`src/rtl/wb_timer_mc.sv`:
```
// rtl/wb_timer_mc.sv - Wishbone multi-channel compare timer with shared prescaler
module wb_timer_mc #(
  parameter int WB_DATA_WIDTH = 32,
  parameter int WB_ADDR_WIDTH = 32,
  parameter int WB_SEL_WIDTH  = 4,
  parameter int NUM_CH        = 4,
  parameter int CNT_WIDTH     = 32,
  parameter int PRE_WIDTH     = 16
) (
  input  logic                     clk_i,
  input  logic                     rst_i,
  input  logic [WB_ADDR_WIDTH-1:0] wb_addr_i,
  input  logic [WB_DATA_WIDTH-1:0] wb_data_i,
  input  logic                     wb_we_i,
  input  logic [WB_SEL_WIDTH-1:0]  wb_sel_i,
  input  logic                     wb_stb_i,
  input  logic                     wb_cyc_i,
  output logic                     wb_ack_o,
  output logic [WB_DATA_WIDTH-1:0] wb_data_o,
  output logic [NUM_CH-1:0]        ch_irq_o,
  output logic                     timer_irq_o
);

  logic [PRE_WIDTH-1:0]     prescale, pcnt, pre_m;
  logic [CNT_WIDTH-1:0]     cmp    [NUM_CH];
  logic [CNT_WIDTH-1:0]     cnt    [NUM_CH];
  logic [CNT_WIDTH-1:0]     cnt_hw [NUM_CH];
  logic [CNT_WIDTH-1:0]     cmp_m  [NUM_CH];
  logic [CNT_WIDTH-1:0]     cnt_m  [NUM_CH];
  logic [NUM_CH-1:0]        en, periodic, ie, pend;
  logic [NUM_CH-1:0]        match, en_hw, clr;
  logic [NUM_CH-1:0]        wr_ctrl, wr_cmp, wr_cnt;
  logic [5:0]               widx;
  logic [3:0]               grp, ch_idx;
  logic [1:0]               sub;
  logic                     ch_ok, access, wr, wr_pre, wr_status, tick;
  logic [WB_DATA_WIDTH-1:0] wmask, rdata;
  logic                     unused_addr;

  // Register map: word 0 PRESCALE, word 1 STATUS, then one 16-byte block per channel
  assign widx      = wb_addr_i[7:2];
  assign grp       = widx[5:2];
  assign sub       = widx[1:0];
  assign ch_idx    = grp - 4'd1;
  assign ch_ok     = (grp != 4'd0) && ({1'b0, ch_idx} < 5'(NUM_CH));
  assign access    = wb_cyc_i & wb_stb_i & ~wb_ack_o;
  assign wr        = access & wb_we_i;
  assign wr_pre    = wr && (widx == 6'd0);
  assign wr_status = wr && (widx == 6'd1);
  assign tick      = (pcnt == prescale);

  always_comb begin
    wmask = '0;
    for (int b = 0; b < WB_SEL_WIDTH; b++) wmask[8*b +: 8] = {8{wb_sel_i[b]}};
  end

  function automatic logic [WB_DATA_WIDTH-1:0] merge(input logic [WB_DATA_WIDTH-1:0] old);
    return (old & ~wmask) | (wb_data_i & wmask);
  endfunction

  // Hardware next-state first; byte-lane writes are merged on top so software wins
  always_comb begin
    pre_m = PRE_WIDTH'(merge(WB_DATA_WIDTH'(prescale)));
    clr   = (wr_status && wb_sel_i[0]) ? wb_data_i[NUM_CH-1:0] : '0;
    for (int n = 0; n < NUM_CH; n++) begin
      match[n]   = tick & en[n] & (cnt[n] == cmp[n]);
      en_hw[n]   = en[n] & ~(match[n] & ~periodic[n]);
      cnt_hw[n]  = (tick && en[n]) ? (match[n] ? '0 : cnt[n] + CNT_WIDTH'(1)) : cnt[n];
      wr_ctrl[n] = wr && ch_ok && (ch_idx == 4'(n)) && (sub == 2'd0);
      wr_cmp[n]  = wr && ch_ok && (ch_idx == 4'(n)) && (sub == 2'd1);
      wr_cnt[n]  = wr && ch_ok && (ch_idx == 4'(n)) && (sub == 2'd2);
      cmp_m[n]   = CNT_WIDTH'(merge(WB_DATA_WIDTH'(cmp[n])));
      cnt_m[n]   = CNT_WIDTH'(merge(WB_DATA_WIDTH'(cnt_hw[n])));
    end
  end

  always_comb begin
    rdata = '0;
    if (widx == 6'd0) rdata = WB_DATA_WIDTH'(prescale);
    else if (widx == 6'd1) rdata = WB_DATA_WIDTH'(pend);
    else if (ch_ok) begin
      for (int n = 0; n < NUM_CH; n++) begin
        if (ch_idx == 4'(n)) begin
          case (sub)
            2'd0:    rdata = WB_DATA_WIDTH'({ie[n], periodic[n], en[n]});
            2'd1:    rdata = WB_DATA_WIDTH'(cmp[n]);
            2'd2:    rdata = WB_DATA_WIDTH'(cnt[n]);
            default: rdata = '0;
          endcase
        end
      end
    end
  end

  always_ff @(posedge clk_i or posedge rst_i) begin
    if (rst_i) begin
      wb_ack_o  <= 1'b0;
      wb_data_o <= '0;
      prescale  <= '0;
      pcnt      <= '0;
      en        <= '0;
      periodic  <= '0;
      ie        <= '0;
      pend      <= '0;
      for (int n = 0; n < NUM_CH; n++) begin
        cmp[n] <= '0;
        cnt[n] <= '0;
      end
    end else begin
      wb_ack_o  <= access;
      wb_data_o <= (access && !wb_we_i) ? rdata : '0;
      if (wr_pre) begin
        prescale <= pre_m;
        pcnt     <= '0;
      end else begin
        pcnt <= tick ? '0 : pcnt + PRE_WIDTH'(1);
      end
      // A new match outranks a simultaneous write-1-to-clear
      pend <= (pend & ~clr) | match;
      for (int n = 0; n < NUM_CH; n++) begin
        if (wr_ctrl[n] && wb_sel_i[0]) begin
          en[n]       <= wb_data_i[0];
          periodic[n] <= wb_data_i[1];
          ie[n]       <= wb_data_i[2];
        end else begin
          en[n] <= en_hw[n];
        end
        if (wr_cmp[n]) cmp[n] <= cmp_m[n];
        cnt[n] <= wr_cnt[n] ? cnt_m[n] : cnt_hw[n];
      end
    end
  end

  assign ch_irq_o    = pend & ie;
  assign timer_irq_o = |ch_irq_o;
  assign unused_addr = ^{wb_addr_i[WB_ADDR_WIDTH-1:8], wb_addr_i[1:0]};

endmodule
```
`config.mk`:
```
export PLATFORM = sky130hd
export DESIGN_NAME = wb_timer_mc
export DESIGN_NICKNAME = d
export VERILOG_FILES = /design/src/rtl/wb_timer_mc.sv
export SDC_FILE = /design/constraint.sdc
export NUM_CORES = 1
export LEC_CHECK = 0
export CAP_MARGIN = 20
export CORE_MARGIN = 2
export CORE_UTILIZATION = 65
export DETAILED_ROUTE_END_ITERATION = 10
export GPL_ROUTABILITY_DRIVEN = 0
export PLACE_DENSITY = 0.86
export SLEW_MARGIN = 20
export SYNTH_ARGS = -nofsm -noshare
export SYNTH_HDL_FRONTEND = slang
export SYNTH_SLANG_ARGS = --single-unit
```
`constraint.sdc`:
```
create_clock -name clk_i -period 36.8 [get_ports clk_i]
set_input_delay 11.04 -clock clk_i [delete_from_list [all_inputs] [get_ports clk_i]]
set_output_delay 11.04 -clock clk_i [all_outputs]
set_load 0.05 [all_outputs]
```
Word level (Yosys, flattened, before mapping)
Index checks and enable logic that the tools add are counted.
{"block": "totals", "ff_bits": 337, "mem_count": 0, "rom_bits": 0, "ram_bits": 0, "input_bits": 73, "latch_bits": 0}
{"block": "classes", "muxes": 31, "bitwise_logic": 52, "n_div": 0, "n_eq_ne": 11, "add_sub_neg": 6, "n_shift": 0, "reduce_logical": 36, "magnitude_cmp": 1, "mul": 0}
{"op": "$mux W32", "n": 20}
{"op": "$pmux W32 S3", "n": 4}
{"op": "$and A32 B32 Y32", "n": 9}
{"op": "$or A32 B32 Y32", "n": 8}
{"op": "$add A32 B1 Y32 const B", "n": 4}
{"op": "$eq A32 B32 Y1", "n": 4}
{"op": "$mux W16", "n": 2}
{"op": "$not A32 Y32", "n": 1}
{"op": "$logic_and A1 B1 Y1", "n": 30}
{"op": "$and A1 B1 Y1", "n": 19}
{"op": "$add A16 B1 Y16 const B", "n": 1}
{"op": "$and A16 B16 Y16", "n": 1}
{"op": "$eq A16 B16 Y1", "n": 1}
{"op": "$or A16 B16 Y16", "n": 1}
{"op": "$not A1 Y1", "n": 9}
{"op": "$and A4 B4 Y4", "n": 2}
{"op": "$eq A4 B2 Y1 const B", "n": 2}
{"op": "$eq A6 B1 Y1 const B", "n": 1}
{"op": "$logic_not A6 Y1", "n": 1}
{"op": "$eq A4 B1 Y1 const B", "n": 1}
{"op": "$logic_not A4 Y1", "n": 1}
{"op": "$lt A4 B3 Y1 const B", "n": 1}
{"op": "$mux W1", "n": 4}
{"op": "$mux W4", "n": 1}
{"op": "other kinds (9)", "n": 9}

Longest topological paths before layout
{"block": "logic_depth", "word_depth": 10, "depth_mapped": 9}

Worst setup path after synthesis
No wires, ideal clock.
{"block": "synth_path", "path_kind": "input to register", "startpoint": "in wb_addr_i[5]", "endpoint": "reg cnt[55] (netlist name)", "setup_time_ps": 121, "arrival_time_ps": 12857, "n_path_buf": 3, "slack_ps": 23822, "required_time_ps": 36679, "path_stages": 9, "path_cell_list": "clkbuf_1 -> o21ai_0 -> nand3_1 -> clkbuf_1 -> nor4_1 -> and2_1 -> clkbuf_1 -> nor2_1 -> a22o_1"}
{"block": "synth_via", "elab_chain_cells": 7}
{"element": "start: declaration", "line_no": "12", "text": "input logic [WB_ADDR_WIDTH-1:0] wb_addr_i,"}
{"element": "$sub A4 B1 Y4", "line_no": "44", "text": "assign ch_idx = grp - 4'd1;"}
{"element": "$lt A4 B3 Y1", "line_no": "45", "text": "assign ch_ok = (grp != 4'd0) && ({1'b0, ch_idx} < 5'(NUM_CH));"}
{"element": "$logic_and A1 B1 Y1", "line_no": "45"}
{"element": "$logic_and A1 B1 Y1", "line_no": "71", "text": "wr_cnt[n] = wr && ch_ok && (ch_idx == 4'(n)) && (sub == 2'd2);"}
{"element": "$logic_and A1 B1 Y1 (*) (2 in a row)", "line_no": "71"}
{"element": "$mux W32 (*)", "line_no": "129", "text": "cnt[n] <= wr_cnt[n] ? cnt_m[n] : cnt_hw[n];"}
{"element": "end signal: indexed assignment", "line_no": "129"}
{"element": "end: declaration", "line_no": "26", "text": "logic [CNT_WIDTH-1:0] cnt [NUM_CH];"}
Mark *: on every way between the ends. The rest lies on a longest branch, timed or not.
A chain may end at the register's enable or synchronous reset.

Worst setup path in the final report
{"block": "layout_path", "startpoint": "in wb_addr_i[2]", "endpoint": "reg wb_data_o[15]"}
{"block": "layout_via", "elab_chain_cells": 10}
{"element": "$eq A2 B2 Y1 (tied with other cells)", "line_no": "84", "text": "case (sub)"}
{"element": "$pmux W32 S3", "line_no": "84"}
{"element": "$mux W32 (4 in a row)", "line_no": "83", "text": "if (ch_idx == 4'(n)) begin"}
{"element": "$mux W32", "line_no": "81", "text": "else if (ch_ok) begin"}
{"element": "$mux W32", "line_no": "80", "text": "else if (widx == 6'd1) rdata = WB_DATA_WIDTH'(pend);"}
{"element": "$mux W32 (*)", "line_no": "79", "text": "if (widx == 6'd0) rdata = WB_DATA_WIDTH'(prescale);"}
{"element": "$mux W32 (*)", "line_no": "111", "text": "wb_data_o <= (access && !wb_we_i) ? rdata : '0;"}
{"element": "end signal: assignment", "line_no": "111"}
{"element": "end: declaration", "line_no": "19", "text": "output logic [WB_DATA_WIDTH-1:0] wb_data_o,"}
Marked as above.

==> impl_metrics.sql <==
INSERT INTO impl_metrics (metric_group, metric, value, unit) VALUES
('cts', 'numCtsBuffers', '37', ''),
('pwr', 'power_per_cell_area', '41.5', 'mW/mm²'),
('pwr', 'fin_total_pwr', '892', 'µW'),
('drt', 'drc', '0', ''),
('cts', 'clock_path_buffers', '3', ''),
('cts', 'postCtsSetupBuffers', '0', ''),
('pwr', 'comb_power_share', '12.9', '%'),
('pwr', 'p_clk_share', '42.8', '%'),
('cts', 'cts_resized', '0', ''),
('critical_path', 'cp_data_required_time', '37.22', 'ns'),
('critical_path', 'crit_type', 'input port to flip-flop', ''),
('grt', 'groute.layer.met1.usage', '50.4', '%'),
('placed_design', 'hpwl', '41000', 'µm'),
('timing', 'timing.clock.skew', '0.0266', 'ns'),
('floorplan', 'dieWidth', '177', 'µm'),
('hold_path', 'hold_path.class', 'flip-flop to flip-flop', ''),
('cells_and_area', 'seqCellArea', '0.00843', 'mm²'),
('placed_design', 'placedInstanceArea', '0.0202', 'mm²'),
('pwr', 'switching_share', '28.4', '%'),
('timing', 'timing.setup.tns', '0', 'ns'),
('cells_and_area', 'antenna_cells', '0', ''),
('floorplan', 'rows', '63', ''),
('timing', 'timing_max_transition_violations_final', '0', ''),
('critical_path', 'crit_path_start_kind', 'input port', ''),
('cts', 'clock_tree.root_cell', 'clkbuf_16', ''),
('timing', 'max-slew-margin-rel', '21.9', '%'),
('floorplan', 'die_area', '0.0312', 'mm²'),
('timing', 'rsz0062_at_grt', 'false', ''),
('critical_path', 'worst-r2r-setup-slack', '33.12', 'ns'),
('hold_path', 'hp-start', 'wb_ack_o$_DFF_PP0_', ''),
('flow_run', 'max-cap-violations', '0', ''),
('timing', 'worst_slew_pin_slew', '1.16', 'ns'),
('drt', 'detail-route-antenna-nets', '0', ''),
('synthesis', 'mappedNetlistNets', '2039', ''),
('cells_and_area', 'area_growth_syn_to_layout', '10.8', '%'),
('grt', 'grt_util_met3', '6.57', '%'),
('drt', 'routed_wirelength', '58100', 'µm'),
('synthesis', 'count_of_flip_flops_with_a_built_in_enable_after_synthesis', '0', ''),
('grt', 'grt_pass1_wl', '91200', 'µm'),
('synthesis', 'ys_async_sr_fraction', '100', '%'),
('timing', 'timing.final.crit_period', '14.58', 'ns'),
('pwr', 'worst_ir_drop_vdd', '0.0346', 'mV'),
('drt', 'drt_iter0_markers', '2320', ''),
('grt', 'grt-ovfl-total', '0', ''),
('hold_path', 'whs_endpoint', 'wb_ack_o$_DFF_PP0_', ''),
('cells_and_area', 'proportion_of_layout_cells_with_a_drive_suffix_above_1', '12.4', '%'),
('cts', 'clock_tree.htree_level_count', '2', ''),
('synthesis', 'synthFlopType', 'dfrtp_1', ''),
('cts', 'clkSlewWorstSetupHoldPaths', '0.06', 'ns'),
('grt', 'grt_usage', '37.7', '%'),
('grt', 'busiest_layer', 'met2', ''),
('drt', 'first_pass_iters', '6', ''),
('timing', 'fin_ws', '22.22', 'ns'),
('cts', 'ctsHoldBuffers', '0', ''),
('synthesis', 'mappedNetlistArea', '0.0194', 'mm²'),
('run_status', 'outcome', 'completed', ''),
('grt', 'grt.met2_usage', '58.4', '%'),
('timing', 'timing.final.setup_violations', '0', ''),
('grt', 'number_of_global_route_vias_before_repair', '16300', ''),
('grt', 'pin_count_of_the_biggest_net_entering_global_routing', '123', ''),
('floorplan', 'chipHeight', '177', 'µm'),
('pwr', 'seqPwrFrac', '44.3', '%'),
('timing', 'timing.hold.ws', '0.468', 'ns'),
('critical_path', 'reg2reg_depth', '8', ''),
('cts', 'tritoncts_num_sinks', '337', ''),
('drt', 'detailroute.via_count', '16700', ''),
('pwr', 'intPower', '639', 'µW'),
('timing', 'fmax', '68.6', 'MHz'),
('cts', 'cts_tree', 'yes', ''),
('critical_path', 'cp.arrival', '15.00', 'ns'),
('cells_and_area', 'final_design_area_no_fill', '0.0215', 'mm²');
==> final cells by class <==
| class | count | share of cell area [%] |
|---|---|---|
| Clock buffer | 55 | 5.29 |
| Clock inverter | 10 | 0.518 |
| Tap cell | 390 | 2.27 |
| Sequential cell | 337 | 39.3 |
| Inverter | 29 | 0.542 |
| Multi-Input combinational cell | 1431 | 47.6 |
| Timing Repair Buffer | 100 | 4.49 |
==> cells in the final DEF (no fill, tap or decap), drive strengths merged, types with 7 or more instances in the layout <==
master / synthesis / final
nor2: 93 / 93
mux2i: 9 / 9
nor3: 86 / 86
nand2: 141 / 141
a21oi: 22 / 22
o21ai: 47 / 47
nand3: 61 / 61
and2: 33 / 33
nor2b: 7 / 7
inv: 28 / 31
o31ai: 13 / 13
a22oi: 87 / 87
o22ai: 32 / 32
a221oi: 19 / 19
clkdlybuf4s50: 0 / 84
buf: 27 / 16
nand4: 77 / 77
xor2: 191 / 191
a22o: 75 / 75
xnor2: 83 / 83
a221o: 16 / 16
mux2: 151 / 151
nor4: 86 / 86
dfrtp: 337 / 337
clkbuf: 137 / 55
and3: 26 / 26
o311ai: 14 / 14
==> logic make-up after synthesis <==
group	count (synthesis)	share of synthesized area (%)
and+or+nand+nor	636	17.0
AOI/OAI and AO/OA	356	13.7
DFF	337	43.5
xor gates and xnor gates	274	12.4
buffers and inverters	193	3.87
muxes	160	9.24
adders and majority gates	5	0.323
==> per-layer routing <==
metal  vias to the layer above  wire [µm]  part of all wire (%)
li1                       7151          -                     -
met2                      1220      26400                    45
met5                         -          0                     0
met1                      8073      21700                    37
met4                         0       3670                   6.3
met3                       253       6400                    11
==> cells in the mapped netlist (61+ instances only) <==
cell,count,area [µm²]
mux2_2,151,1700
clkbuf_1,135,507
xor2_1,191,1670
a22o_1,75,657
a22oi_1,87,653
nor3_1,85,425
nand2_1,141,529
nand4_1,76,475
nand3_1,61,305
xnor2_1,83,727
dfrtp_1,337,8430
nor4_1,83,519
nor2_1,93,349
==> how the worst max path moves through the flow <==
stage	from	end	slack [ns]	cells after the start
after floorplan	rst_i	async pin	16.42	1
after global placement	wb_addr_i[6]	cnt[55]$_DFF_PP0_	22.06	7
after detailed placement	wb_addr_i[5]	cnt[71]$_DFF_PP0_	21.92	7
after CTS	wb_addr_i[2]	wb_data_o[15]$_DFF_PP0_	22.43	7
after global routing	wb_addr_i[2]	wb_data_o[15]$_DFF_PP0_	22.16	7
final	wb_addr_i[2]	wb_data_o[15]$_DFF_PP0_	22.22	7
==> critical path, delay by kind of cell <==
| family | cells | cell delay, ns |
|---|---|---|
| buffers and inverters | 2 | 1.89 |
| AND/OR/NAND/NOR | 1 | 0.77 |
| AO/OA/AOI/OAI | 4 | 1.25 |
==> power by group through the flow <==
stage / clock [mW] / sequential [mW] / combinational (mW)
floorplan: 0 / 0.397 / 0.0756
global placement: 0 / 0.400 / 0.106
detailed placement: 0 / 0.401 / 0.109
CTS: 0.382 / 0.395 / 0.110
global route: 0.398 / 0.397 / 0.122
finish: 0.382 / 0.395 / 0.115
==> through the flow <==
stage                     instances  utilization, %
after floorplan                1961               -
after global placement         2287            68.6
after detailed placement       2287            68.6
after CTS                      2352            72.8
after global routing           2352            72.9
final                          2352            72.9
Power figures use the tool's default switching activity.
